--- src/rtl/div_unit_pkg.sv ---
// Shared CPU datapath conventions: FSM state encoding and default operand width.
// Latency: n/a (types and constants only).
// Backpressure: n/a.
package div_unit_pkg;

    localparam int DIV_WIDTH = 32;

    typedef enum logic [1:0] {
        ST_IDLE = 2'd0,
        ST_CALC = 2'd1,
        ST_FIX  = 2'd2,
        ST_ZERO = 2'd3
    } div_state_t;

endpackage

--- src/rtl/div_unit_if.sv ---
// Request/result bundle between the control unit (master) and the divider (slave).
// Latency: n/a (wiring only).
// Backpressure: none; start is a pulse, completion is signalled by done.
interface div_unit_if
    import div_unit_pkg::*;
#(
    parameter int WIDTH = DIV_WIDTH
) ();

    logic             start;
    logic [WIDTH-1:0] dividend;
    logic [WIDTH-1:0] divisor;
    logic [WIDTH-1:0] quotient;
    logic [WIDTH-1:0] remainder;
    logic             busy;
    logic             done;
    logic             div_zero;

    modport master (
        output start, dividend, divisor,
        input  quotient, remainder, busy, done, div_zero
    );

    modport slave (
        input  start, dividend, divisor,
        output quotient, remainder, busy, done, div_zero
    );

endinterface

--- src/rtl/div_unit.sv ---
// Signed restoring divider (MIPS DIV semantics): quotient to LO, remainder to HI.
// Latency: done pulses WIDTH+1 cycles after start is sampled; divide-by-zero pulses after 1.
// Backpressure: start is ignored while busy; operands are captured only at the accepting edge.
module div_unit
    import div_unit_pkg::*;
#(
    parameter int WIDTH = DIV_WIDTH
) (
    input  logic       clock,
    input  logic       reset,
    div_unit_if.slave  bus
);

    localparam int              CNT_W     = $clog2(WIDTH) + 1;
    localparam logic [CNT_W-1:0] LAST_ITER = CNT_W'(WIDTH - 1);
    localparam logic [CNT_W-1:0] CNT_ONE   = CNT_W'(1);

    div_state_t       r_state;
    div_state_t       w_state_nxt;
    logic             w_load;

    logic [CNT_W-1:0] r_cnt;
    logic [WIDTH-1:0] r_q;          // quotient shift register, holds |dividend| initially
    logic [WIDTH-1:0] r_rem;        // partial remainder, always < |divisor|
    logic [WIDTH:0]   r_dvsr;       // |divisor|, one extra bit so 2^(WIDTH-1) fits
    logic             r_sign_q;
    logic             r_sign_r;
    logic [WIDTH-1:0] r_quotient;
    logic [WIDTH-1:0] r_remainder;
    logic             r_done;
    logic             r_div_zero;

    logic [WIDTH-1:0] w_a_mag;
    logic [WIDTH:0]   w_b_ext;
    logic [WIDTH:0]   w_b_mag;
    logic [WIDTH:0]   w_shift;
    logic             w_ge;
    logic [WIDTH-1:0] w_diff;
    logic             w_last;

    // |dividend| read as unsigned: the most negative value negates to itself, which is 2^(WIDTH-1).
    assign w_a_mag = bus.dividend[WIDTH-1] ? -bus.dividend : bus.dividend;
    assign w_b_ext = {bus.divisor[WIDTH-1], bus.divisor};
    assign w_b_mag = w_b_ext[WIDTH] ? -w_b_ext : w_b_ext;

    // Trial subtraction. Because r_rem < r_dvsr, a successful trial result is < r_dvsr
    // and therefore fits exactly in the low WIDTH bits of the modular difference.
    assign w_shift = {r_rem, r_q[WIDTH-1]};
    assign w_ge    = (w_shift >= r_dvsr);
    assign w_diff  = w_shift[WIDTH-1:0] - r_dvsr[WIDTH-1:0];
    assign w_last  = (r_cnt == LAST_ITER);

    // Next-state and operand-load decode.
    always_comb begin
        w_state_nxt = r_state;
        w_load      = 1'b0;
        case (r_state)
            ST_IDLE: begin
                if (bus.start) begin
                    if (bus.divisor == '0) begin
                        w_state_nxt = ST_ZERO;
                    end else begin
                        w_state_nxt = ST_CALC;
                        w_load      = 1'b1;
                    end
                end
            end
            ST_CALC: begin
                if (w_last) begin
                    w_state_nxt = ST_FIX;
                end
            end
            ST_FIX:  w_state_nxt = ST_IDLE;
            ST_ZERO: w_state_nxt = ST_IDLE;
            default: w_state_nxt = ST_IDLE;
        endcase
    end

    // State register.
    always_ff @(posedge clock or posedge reset) begin
        if (reset) begin
            r_state <= ST_IDLE;
        end else begin
            r_state <= w_state_nxt;
        end
    end

    // Datapath: operand capture, one quotient bit per CALC cycle, sign fix-up and result hold.
    always_ff @(posedge clock or posedge reset) begin
        if (reset) begin
            r_cnt       <= '0;
            r_q         <= '0;
            r_rem       <= '0;
            r_dvsr      <= '0;
            r_sign_q    <= 1'b0;
            r_sign_r    <= 1'b0;
            r_quotient  <= '0;
            r_remainder <= '0;
            r_done      <= 1'b0;
            r_div_zero  <= 1'b0;
        end else begin
            r_done     <= 1'b0;
            r_div_zero <= 1'b0;
            case (r_state)
                ST_IDLE: begin
                    if (w_load) begin
                        r_q      <= w_a_mag;
                        r_rem    <= '0;
                        r_dvsr   <= w_b_mag;
                        r_sign_q <= bus.dividend[WIDTH-1] ^ bus.divisor[WIDTH-1];
                        r_sign_r <= bus.dividend[WIDTH-1];
                        r_cnt    <= '0;
                    end
                end
                ST_CALC: begin
                    r_q   <= {r_q[WIDTH-2:0], w_ge};
                    r_rem <= w_ge ? w_diff : w_shift[WIDTH-1:0];
                    r_cnt <= r_cnt + CNT_ONE;
                end
                ST_FIX: begin
                    // Negating 2^(WIDTH-1) wraps to itself, giving the MIPS overflow result.
                    r_quotient  <= r_sign_q ? -r_q   : r_q;
                    r_remainder <= r_sign_r ? -r_rem : r_rem;
                    r_done      <= 1'b1;
                end
                ST_ZERO: begin
                    r_done     <= 1'b1;
                    r_div_zero <= 1'b1;
                end
                default: ;
            endcase
        end
    end

    assign bus.quotient  = r_quotient;
    assign bus.remainder = r_remainder;
    assign bus.busy      = (r_state != ST_IDLE);
    assign bus.done      = r_done;
    assign bus.div_zero  = r_div_zero;

endmodule

--- src/flat_wrapper.sv ---
// flat-port wrapper written by rule: the top's interface ports become plain ports
module div_unit_flat import div_unit_pkg::*;
#(
    parameter int WIDTH = DIV_WIDTH
)
  (clock, reset, bus_start, bus_dividend, bus_divisor, bus_quotient, bus_remainder, bus_busy, bus_done, bus_div_zero);
  div_unit_if #(.WIDTH(WIDTH)) bus_i ();
  input  logic clock;
  input  logic reset;
  input wire logic [$bits(bus_i.start)-1:0] bus_start;
  input wire logic [$bits(bus_i.dividend)-1:0] bus_dividend;
  input wire logic [$bits(bus_i.divisor)-1:0] bus_divisor;
  output wire logic [$bits(bus_i.quotient)-1:0] bus_quotient;
  output wire logic [$bits(bus_i.remainder)-1:0] bus_remainder;
  output wire logic [$bits(bus_i.busy)-1:0] bus_busy;
  output wire logic [$bits(bus_i.done)-1:0] bus_done;
  output wire logic [$bits(bus_i.div_zero)-1:0] bus_div_zero;
  assign bus_i.start = bus_start;
  assign bus_i.dividend = bus_dividend;
  assign bus_i.divisor = bus_divisor;
  assign bus_quotient = bus_i.quotient;
  assign bus_remainder = bus_i.remainder;
  assign bus_busy = bus_i.busy;
  assign bus_done = bus_i.done;
  assign bus_div_zero = bus_i.div_zero;
  div_unit #(.WIDTH(WIDTH)) u_core (.clock(clock), .reset(reset), .bus(bus_i));
endmodule
--- config.mk ---
export PLATFORM = sky130hd
export DESIGN_NAME = div_unit_flat
export DESIGN_NICKNAME = d
export VERILOG_FILES = /design/src/rtl/div_unit_pkg.sv /design/src/rtl/div_unit_if.sv /design/src/rtl/div_unit.sv /design/src/flat_wrapper.sv
export SDC_FILE = /design/constraint.sdc
export NUM_CORES = 1
export LEC_CHECK = 0
export ABC_CLOCK_PERIOD_IN_PS = 8050
export BUFFER_PORTS_ARGS = -buffer_cell sky130_fd_sc_hd__buf_2
export CAP_MARGIN = 20
export CELL_PAD_IN_SITES_DETAIL_PLACEMENT = 2
export CELL_PAD_IN_SITES_GLOBAL_PLACEMENT = 2
export CORE_UTILIZATION = 39
export CTS_CLUSTER_SIZE = 12
export DETAILED_ROUTE_END_ITERATION = 12
export MAX_ROUTING_LAYER = met4
export PLACE_DENSITY_LB_ADDON = 0.1
export SLEW_MARGIN = 20
export SYNTH_ARGS = -nofsm -noshare
export SYNTH_HDL_FRONTEND = slang
export SYNTH_SLANG_ARGS = --single-unit
--- constraint.sdc ---
create_clock -name clock -period 8.05 [get_ports clock]
set_input_delay 0.805 -clock clock [delete_from_list [all_inputs] [get_ports clock]]
set_output_delay 0.805 -clock clock [all_outputs]
set_load 0.01 [all_outputs]
==> results of run 1 <==
==> through the flow <==
step	utilization [%]	total power (W)
finish	45.9	0.00557
global route	45.9	0.00602
CTS	45.8	0.00560
detailed placement	43.7	0.00465
global placement	43.7	0.00447
floorplan	-	0.00376
==> Yosys cell counts (all sizes together), types with 20 or more instances <==
cell / instances
inv: 55
xnor2: 46
a221o: 22
xor2: 99
nand2: 188
or3: 20
o31ai: 36
nor2: 70
dfrtp: 173
clkbuf: 57
ha: 38
nand3: 22
o21ai: 192
a21oi: 50
==> sequential cells by signal (all words and copies together), names as in the netlist <==
signal and flops:
u_core.r_sign_q 1, u_core.bus.quotient 32, u_core.bus.div_zero 1, u_core.r_rem 32
u_core.r_cnt 6, u_core.r_sign_r 1, u_core.r_state 2, u_core.bus.done 1
u_core.r_dvsr 33, u_core.r_q 32, u_core.bus.remainder 32
==> worst max-delay path, cell delays in order <==
cell	delay, ps
buf_2	120
nor4_1	490
nand2b_1	240
nor4_1	520
nand3_1	240
nand3b_1	280
and2_1	180
buf_4	260
nor2_4	290
buf_4	560
a22oi_1	190
o21ai_1	140
==> layout make-up <==
type | instances | area, sq um
fillers | 3074 | 14700
multi-input cells | 969 | 6140
flip-flops and latches | 173 | 4330
repair buffers | 140 | 718
well taps | 372 | 465
clock buffers | 18 | 439
inverters | 55 | 211
clock inverters | 14 | 154
diodes | 1 | 2.50
==> cell families after synthesis <==
| kind of cell | count (synthesis) | share of synthesized area [%] |
|---|---|---|
| buffers and inverters | 122 | 4.26 |
| multiplexers | 15 | 1.38 |
| XOR/XNOR | 145 | 11.7 |
| adder cells (fa/ha/maj) | 39 | 4.55 |
| flip-flops | 173 | 39.7 |
| AND/OR/NAND/NOR | 386 | 16.4 |
| AO/OA/AOI/OAI | 384 | 22.0 |
==> worst max path at each step <==
stage	startpoint	end	cells after the start
finish	bus_divisor[5]	u_core.r_q[23]	12
CTS	bus_divisor[5]	u_core.r_q[23]	12
floorplan	reset	u_core.bus.div_zero	1
global route	bus_divisor[5]	u_core.r_q[23]	12
global placement	bus_divisor[5]	u_core.r_q[17]	11
detailed placement	bus_divisor[5]	u_core.r_q[20]	11
==> metal layers <==
metal | track usage, % | share of wire [%] | up-vias
li1 | - | - | 4666
met1 | 36.0 | 50 | 4898
met2 | 40.9 | 46 | 167
met3 | 3.13 | 2.8 | 37
met4 | 6.54 | 1.3 | 0
met5 | - | 0 | -
==> power by group through the flow <==
stage	clock network [W]	registers [W]	logic [W]
after floorplan	0	0.00148	0.00228
after global placement	0	0.00163	0.00284
after detailed placement	0	0.00167	0.00298
after CTS	0.000879	0.00166	0.00306
after global routing	0.000907	0.00172	0.00339
final	0.000859	0.00167	0.00304
==> results.md, run 1 <==
- Hold Path Origin: u_core.bus.quotient[16]
- Fraction of layout cells with a size suffix above 1: between 10 and 15%
- Worst Path Required: ~8400 ps
- Postcts setup bufs: 0
- R2r startpoint: u_core.r_rem[15]
- Num CTS Buffers: 17
- Placed cell area: about 12,000 sq um
- Vias per inst: around 5.6
- Sequential share of the synthesized area: roughly two fifths
- Mapped cell area: 10,900 sq um
- Initial Utilization: 40.1%
- Setup CP Type: input port to flop
- Hold Path Cell Cnt: 2
- Worst VDD drop: 0.205 mV
- Cells after synthesis: 1,264
- LEAKAGE: 5.58 nW
- Post-Syn Area per Cell: 8.62 sq um
- Synth Flop Type: dfrtp_1
- Nets@finish: roughly 1.5k
- Status: finished clean
- Reg power frac: a little under a third
- NetSw: between 0.002 and 0.003 W
- WHS: 482 ps
- YS warnings: 0
- Max-Cap Viols: 0
- Slew @ Worst Pin: 1040 ps
- Maximum clock rate: around 0.25 GHz
- Post-synth EDFFs: 0
- # setup viols final: 0
- CP Data Arrival Time: between 4000 and 5000 ps
- Top-area cell type share of the netlist area: roughly 40%
- Period minus WS final: between 3000 and 4000 ps
- Pint: 0.00289 W
- Htree depth: 4
- Grt total ovfl: 0
- GRT Overall Usage: about a quarter
- TritonCTS clock tree: built
- PnR worst setup slack: 4060 ps
- First DRT Iteration DRCs: roughly 530
- DIE WIDTH: around 170 um
- Post-synth top area cell: dfrtp_1
- CP Launch Type: input port
- Fin area: 12,500 sq um
- I/O Pins: between 100 and 150
- Gate power share: around 55%
- CP max FO: 51
- Core Region: ~27,000 sq um
- CTS Hold Bufs: 0
- Final Hold Viols: 0
- Min-delay worst type: flop to flop
- Most frequent cells in the layout: nand2_1, dfrtp_1, buf_2, o21ai_0, xor2_1
- Global-route wire length before repair: between 50,000 and 60,000 um
- Commonest non-fill, non-tap cell in the layout: nand2_1
- Synth top area cells: dfrtp_1, xor2_1, nand2_1
- Row cnt: 60
- Post-synth ARST share: between 90% and 100%
- Period Utilization, post-route: ~50%
- Post-Route Setup TNS: 0 ps
- WL/cell: 20.1 um
- Reg2reg setup slack: between 4000 and 5000 ps
- Clk pin slew, worst setup/hold paths: approximately 70 ps
- Clk root buf: clkbuf_16
- Port buffer count: around 130
- Antenna Violating Nets Remaining: 0
- Detailed Routing Iterations Pass 1: 5
- Final Instance Count excl. Fillers: around 1.7k
- Antenna violations before repair: 1
- Dpl ws: between 3000 and 4000 ps
- Die area: ~29,000 sq um
- Clock Skew: about 22 ps
- DRC viols: 0
- FF-to-FF path depth: 11
- Dpl hpwl: roughly 25,000 um
- GPL Wtd Cong: around 0.84
- Synth Register Bits: about 170
- Clock Path Buffers: 2
- Largest net degree at the start of global routing: between 100 and 150
- Chip Height: between 150 and 200 um
- Total wire length: 35,100 um
- Routed via count: approximately 9.8k
- Layout area overhead: 14.4%
- WHS Endpoint: u_core.bus.quotient[16]
- Placed Cells: 1,709
- Switching Share: 48.2%
- Pins Over Slew Limit: 0
- Syn_nets: approximately 1.4k
- CP Capture Type: flop
- Cell variety after synth: 62
- Terminus of the critical flop-to-flop path: u_core.r_rem[2]
- Pwr per Cell Area: about 450 nW/um^2
- RSZ-0062 raised after global routing: false
- Clock network power share: between 15 and 20%
- Slew headroom: a little under a third
- Cts repair resizes: 0
- Clock Latency Late Sink: approximately 450 ps
- TritonCTS Sinks: between 150 and 200
- Vias in the first global route: 10.6k
No activity file was read; power rests on OpenSTA's default activity.
==> run 2, diff against run 1 <==
- ABC_CLOCK_PERIOD_IN_PS: 8050 -> 3700
- CORE_UTILIZATION: 39 -> 36
- clock period: 8.05 -> 3.7 ns (I/O delays scaled with it)
==> run 2 against run 1 <==
  * Clock skew shrank 8.8 ps
  * Setup slack lost 3900 ps
  * Clock power grew 120%
  * Sequential power grew 110%
  * Die area grew 8.2%
  * Largest power group unchanged
  * Critical path type is now flop to flop
  * Power grew 120%
  * Utilization shrank 3.3 points
==> results.md, run 2 (same netlist as run 1, synthesis figures left out) <==
- Vias in the first global route: 10.4k (-1.1%)
- Chip Height: 176 um (+4.0%)
- Antenna Violating Nets Remaining: 0 (unchanged)
- Clk root buf: clkbuf_16
- Clock Path Buffers: 2 (unchanged)
- CTS Hold Bufs: 0 (unchanged)
- Die area: 31,000 sq um (+8.2%)
- CP startpoint: u_core.r_q[2]
- Period minus WS final: approximately 3500 ps
- WL/cell: 19.3 um (-3.9%)
- TritonCTS Sinks: 173 (unchanged)
- Overall power: 0.0122 W (+120%)
- Worst VDD drop: 0.425 mV (+110%)
- LEAKAGE: 5.66 nW (+1.5%)
- Reg2reg setup slack: 190 ps (-4100 ps)
- Clock Skew: 12.7 ps (-8.83 ps)
- N_diodes: 0 (-1)
- Antenna violations before repair: 0 (-1)
- Max incr delay on CP: 570 ps (about the same)
- Min-delay worst type: input port to asynchronous set/reset pin
- Crit. path cell count: 8 (-4)
- Commonest non-fill, non-tap cell in the layout: nand2_1
- Slew headroom: 30.4% (-0.37 points)
- Clk pin slew, worst setup/hold paths: 70 ps (about the same)
- Worst Path Required: 4000 ps (-4410 ps)
- Post-Route Setup TNS: 0 ps (unchanged)
- Global-route wire length before repair: 56,800 um (-1.1%)
- CP max FO: 7 (-86%)
- Worst Setup EP: u_core.bus.quotient[31]
- Crit-path cells: nor4_1 > nand2_1 > or3_1 > or3_1 > nand2b_1 > o31ai_1 > xnor2_1 > o21ai_1
- GRT Overall Usage: 23.9% (-2.2 points)
- Setup CP Type: flop to flop
- Detailed Routing Iterations Pass 1: 4 (-1)
- Largest register by flop count: u_core.r_dvsr
- Pwr per Cell Area: 968 nW/um^2 (+120%)
- Fin area: 12,600 sq um (+1.4%)
- I/O Pins: 134 (unchanged)
- Largest net degree at the start of global routing: 174 (+66%)
- RSZ-0062 raised after global routing: false
- # setup viols final: 0 (unchanged)
- Layout area overhead: 16.0%
- Fraction of layout cells with a size suffix above 1: 14.7% (+0.86 points)
- Placed Cells: 1,742 (+1.9%)
- Slew @ Worst Pin: 1040 ps (+5.54 ps)
- DIE WIDTH: 176 um (+4.0%)
- Critical path's top delay family: simple AND/OR/NAND/NOR gates
- R2r startpoint: u_core.r_q[2]
- Max-Cap Viols: 0 (unchanged)
- Core Region: 29,700 sq um (+9.4%)
- Initial Utilization: 36.7% (-3.4 points)
- Period Utilization, post-route: between 90% and 100%
- WP buf/inv: 0 (-3)
- Crit-path slowest cell: nor4_1
- Grt total ovfl: 0 (unchanged)
- Cts repair resizes: 0 (unchanged)
- Nets@finish: 1,477 (+1.0%)
- First DRT Iteration DRCs: 429 (-18%)
- Most numerous cell on the critical path: or3_1
- FF-to-FF path depth: 8 (-3)
- Pins Over Slew Limit: 0 (unchanged)
- DRC viols: 0 (unchanged)
- Maximum clock rate: approximately 0.28 GHz
- Clock Latency Late Sink: 460 ps (about the same)
- Num CTS Buffers: 17 (unchanged)
- Vias per inst: 5.48 (-2.2%)
- Dpl hpwl: 25,000 um (+1.1%)
- Most frequent cells in the layout: nand2_1, dfrtp_1, buf_2, o21ai_0, xor2_1
- GPL Wtd Cong: 0.856 (+1.8%)
- CP Data Arrival Time: 3810 ps (-540 ps)
- Postcts setup bufs: 0 (unchanged)
- Total wire length: 34,300 um (-2.1%)
- Final Hold Viols: 0 (unchanged)
- Placed cell area: 12,000 sq um (+1.4%)
- Final Util: 42.5% (-3.3 points)
- Row cnt: 63 (+5.0%)
- Status: finished clean
- TritonCTS clock tree: built
- CP Launch Type: flop
- Port buffer count: 133 (unchanged)
- Terminus of the critical flop-to-flop path: u_core.bus.quotient[31]
- Htree depth: 4 (unchanged)
- Max reg flops: 33 (unchanged)
- Final Instance Count excl. Fillers: 1,774 (+1.8%)
- CP Capture Type: flop
- Routed via count: 9,726 (-0.43%)
run 2: power breakdown:
part	total, W	internal (W)	switching (W)
Combinational	0.00684	0.00283	0.00401
Sequential	0.00351	0.00261	0.000896
Clock	0.00189	0.00106	0.000832
Total	0.0122	0.00650	0.00574
run 2: stage by stage:
step,worst slack [ps],hold slack [ps]
finish,190,188
global route,7.49,200
CTS,192,178
detailed placement,252,467
global placement,354,456
floorplan,738,446
run 2: worst min-delay path by stage:
stage | endpoint | slack [ps]
2_1_floorplan | u_core.r_cnt[5] | 450
3_3_place_gp | u_core.bus.quotient[0] | 460
3_5_place_dp | u_core.bus.quotient[14] | 470
4_1_cts | u_core.r_state[0] | 180
5_1_grt | u_core.r_state[0] | 200
6_report | u_core.bus.remainder[4] | 190
run 2: area by class of cell:
class / instances / area (sq um)
multi-input combinational: 969 / 6140
inverter: 55 / 210
clock inverter: 11 / 133
clock buffer: 21 / 470
sequential: 173 / 4330
fill: 3380 / 17100
timing repair buffer: 155 / 868
tap: 390 / 488
run 2: per-layer routing:
metal | GRT usage (%) | part of all wire [%] | vias up
met5 | - | 0 | -
met4 | 5.33 | 0.99 | 0
met3 | 2.99 | 2.6 | 19
met2 | 36.0 | 45 | 143
met1 | 34.1 | 51 | 4876
li1 | - | - | 4688
run 2: tightest hold or removal path: cells and delay by family:
family	cells	cell delay [ps]
buffers and inverters	3	810
==> run 3, diff against run 2 <==
- ABC_AREA: unset -> 1
- CORE_UTILIZATION: 36 -> 30
==> run 3 against run 2 <==
  * Clock skew about the same
  * Power down 26%
  * Non-clock buffer count down 6
  * Sequential power down 35%
  * Routed wire length up 63%
  * Clock power down 3%
  * Global-route usage up 2.8 points
  * Cell area up 19%
  * Clock-buffer cell count down 1
==> results.md, run 3 <==
- Final Util: 34.8% (-7.8 points)
- Num CTS Buffers: 17 (unchanged)
- YS warnings: 0 (unchanged)
- Pins Over Slew Limit: 0 (unchanged)
- Setup CP Type: flop to flop
- Clock Latency Late Sink: 490 ps (+30 ps)
- Port buffer count: 133 (unchanged)
- Clock Path Buffers: 2 (unchanged)
- Post-Route Setup TNS: 0 ps (unchanged)
- Dpl ws: 612 ps (+360 ps)
- Dpl hpwl: 45,100 um (+81%)
- Routed via count: 13.7k (+41%)
- Cts repair resizes: 0 (unchanged)
- Placed Cells: 2,742 (+57%)
- Synth top area cells: dfrtp_1, nand2_1, inv_1
- DIE WIDTH: 212 um (+21%)
- Max reg flops: 33 (unchanged)
- TritonCTS Sinks: 173 (unchanged)
- GRT Overall Usage: 26.6% (+2.8 points)
- Largest net degree at the start of global routing: 100 (-43%)
- Most frequent cell after synthesis: nand2_1
- CP Launch Type: flop
- Vias in the first global route: 14.9k (+43%)
- Period Utilization, post-route: 82.6% (-12 points)
- Synth Flop Type: dfrtp_1
- # setup viols final: 0 (unchanged)
- Top-area cell type share of the netlist area: 32.6% (-7.1 points)
- Cells after synthesis: 2,072 (+64%)
- Synth top cells by count: nand2_1, inv_1, nand3_1
- Min-delay worst type: input port to asynchronous set/reset pin
- Initial Utilization: 30.6% (-6.1 points)
- Die area: 45,100 sq um (+46%)
- Total wire length: 56,000 um (+63%)
- Final Hold Viols: 0 (unchanged)
- Antenna violations before repair: 1 (+1)
- Period minus WS final: 3060 ps (-454 ps)
- CP max FO: 33 (+26)
- Core Region: 43,400 sq um (+46%)
- Post-synth ARST share: 100% (unchanged)
- Cell variety after synth: 42 (-32%)
- Final Instance Count excl. Fillers: 2,774 (+56%)
- CTS Hold Bufs: 0 (unchanged)
- Max incr delay on CP: 530 ps (-40 ps)
- Grt total ovfl: 0 (unchanged)
- Clk root buf: clkbuf_16
- Post-synth EDFFs: 0 (unchanged)
- Pwr per Cell Area: 602 nW/um^2 (-38%)
- Mapped cell area: 13,300 sq um (+22%)
- Postcts setup bufs: 0 (unchanged)
- Chip Height: 212 um (+21%)
- Clk pin slew, worst setup/hold paths: 70 ps (about the same)
- Slew @ Worst Pin: 854 ps (-189 ps)
- Worst Path Required: 4130 ps (+130 ps)
- RSZ-0062 raised after global routing: false
- Row cnt: 76 (+21%)
- Sequential share of the synthesized area: 32.6% (-7.1 points)
- Layout area overhead: 13.7%
- DRC viols: 0 (unchanged)
- Status: finished clean
- Antenna Violating Nets Remaining: 0 (unchanged)
- Synth Register Bits: 173 (unchanged)
- GPL Wtd Cong: 0.938 (+9.6%)
- Fraction of layout cells with a size suffix above 1: 10.5% (-4.3 points)
- LEAKAGE: 7.98 nW (+41%)
- CP Capture Type: flop
- Post-synth top area cell: dfrtp_1
- First DRT Iteration DRCs: 631 (+47%)
- CP Data Arrival Time: 3480 ps (-330 ps)
- I/O Pins: 134 (unchanged)
- Nets@finish: 2,282 (+55%)
- Worst VDD drop: 0.329 mV (-23%)
- Maximum clock rate: 0.327 GHz (+15%)
- Crit-path cells: ha_1 > nand2_1 > inv_1 > nand2_1 > nor4_4 > nand2_4 > nand2_8 > nand2_2 > nand2_1 > nand2_1 > nand2_1
- Commonest non-fill, non-tap cell in the layout: nand2_1
- Most numerous cell on the critical path: nand2_1
- Crit-path slowest cell: dfrtp_1
- Clock Skew: 12.8 ps (+0.0525 ps)
- Slew headroom: 42.6% (+12 points)
- WL/cell: 20.2 um (+4.3%)
- TritonCTS clock tree: built
- Vias per inst: 4.93 (-10%)
- Detailed Routing Iterations Pass 1: 5 (+1)
- Htree depth: 4 (unchanged)
- Post-Syn Area per Cell: 6.40 sq um (-26%)
- Largest register by flop count: u_core.r_dvsr
- Max-Cap Viols: 0 (unchanged)
- Syn_nets: 2,178 (+59%)
- PnR worst setup slack: 643 ps (+454 ps)
- Global-route wire length before repair: 87,400 um (+54%)
- Most frequent cells in the layout: nand2_1, inv_1, nand3_1, nor2_1, dfrtp_1
[run 3: cell types whose count changed after synthesis, moves of 24 or more]
cell and change:
o21ai_0 -36, nand3_1 +191, xor2_1 -24, inv_1 +236
nor2_1 +109, xnor2_1 -25, a21oi_1 -24, o21ai_1 -53
o31ai_1 -26, nand2_1 +552
[run 3: critical path, delay by kind of cell (launching register included)]
kind	cells	cell delay, ps
DFF	1	530
and+or+nand+nor	9	1830
adders and majority gates	1	520
buffers and inverters	1	90
[run 3: worst paths after layout]
path / start / endpoint / slack, ps / cells after the start
min in group clock: bus_start / u_core.r_state[0] / 180 / 3
worst max register to register: u_core.r_rem[27] / u_core.r_rem[25] / 640 / 11
worst min-delay path: reset / u_core.bus.remainder[30] / 9 / 3
worst min register to register: u_core.bus.remainder[22] / u_core.bus.remainder[22] / 480 / 2
max in group asynchronous: reset / u_core.r_rem[2] / 3150 / 3
worst max-delay path: u_core.r_rem[27] / u_core.r_rem[25] / 640 / 11
[run 3: layer usage]
metal	vias to the layer above	routed length, um	GRT usage, %
li1	6685	-	-
met1	6764	27100	34.8
met2	163	26100	42.3
met3	61	1360	3.77
met4	0	1450	8.58
met5	-	0	-
[run 3: stage by stage]
stage	cell area (sq um)	total power (W)	hold WS, ps
6_report	15100	0.00907	9.02
2_1_floorplan	13300	0.00558	436
3_5_place_dp	14500	0.00731	468
5_1_grt	15100	0.00983	74.7
3_3_place_gp	14500	0.00714	450
4_1_cts	15100	0.00919	49.0
[run 3: final cells by class]
class                      instances  area (sq um)
clock inverter                    11           108
sequential                       173          4330
fill                            5401         28300
inverter                         301          1130
clock buffer                      20           457
timing repair buffer             149           823
antenna                            1          2.50
multi-input combinational       1534          7500
tap                              585           732
[run 3: cell families (layout without fill, tap and decap cells)]
| kind of cell | after synthesis | count (layout) | synth area share [%] |
|---|---|---|---|
| buffers and inverters | 365 | 481 | 10.9 |
| AOI/OAI and AO/OA | 173 | 173 | 7.28 |
| xor gates and xnor gates | 96 | 96 | 6.34 |
| and+or+nand+nor | 1226 | 1226 | 39.1 |
| adders and majority gates | 39 | 39 | 3.73 |
| DFF | 173 | 173 | 32.6 |
| other | 0 | 1 | 0 |
[run 3: power by group]
part           switching [W]  internal, W  leakage (nW)
registers           0.000166      0.00213          2.25
logic                0.00344      0.00151          5.46
clock network       0.000862     0.000964         0.267
total                0.00447      0.00461          7.98
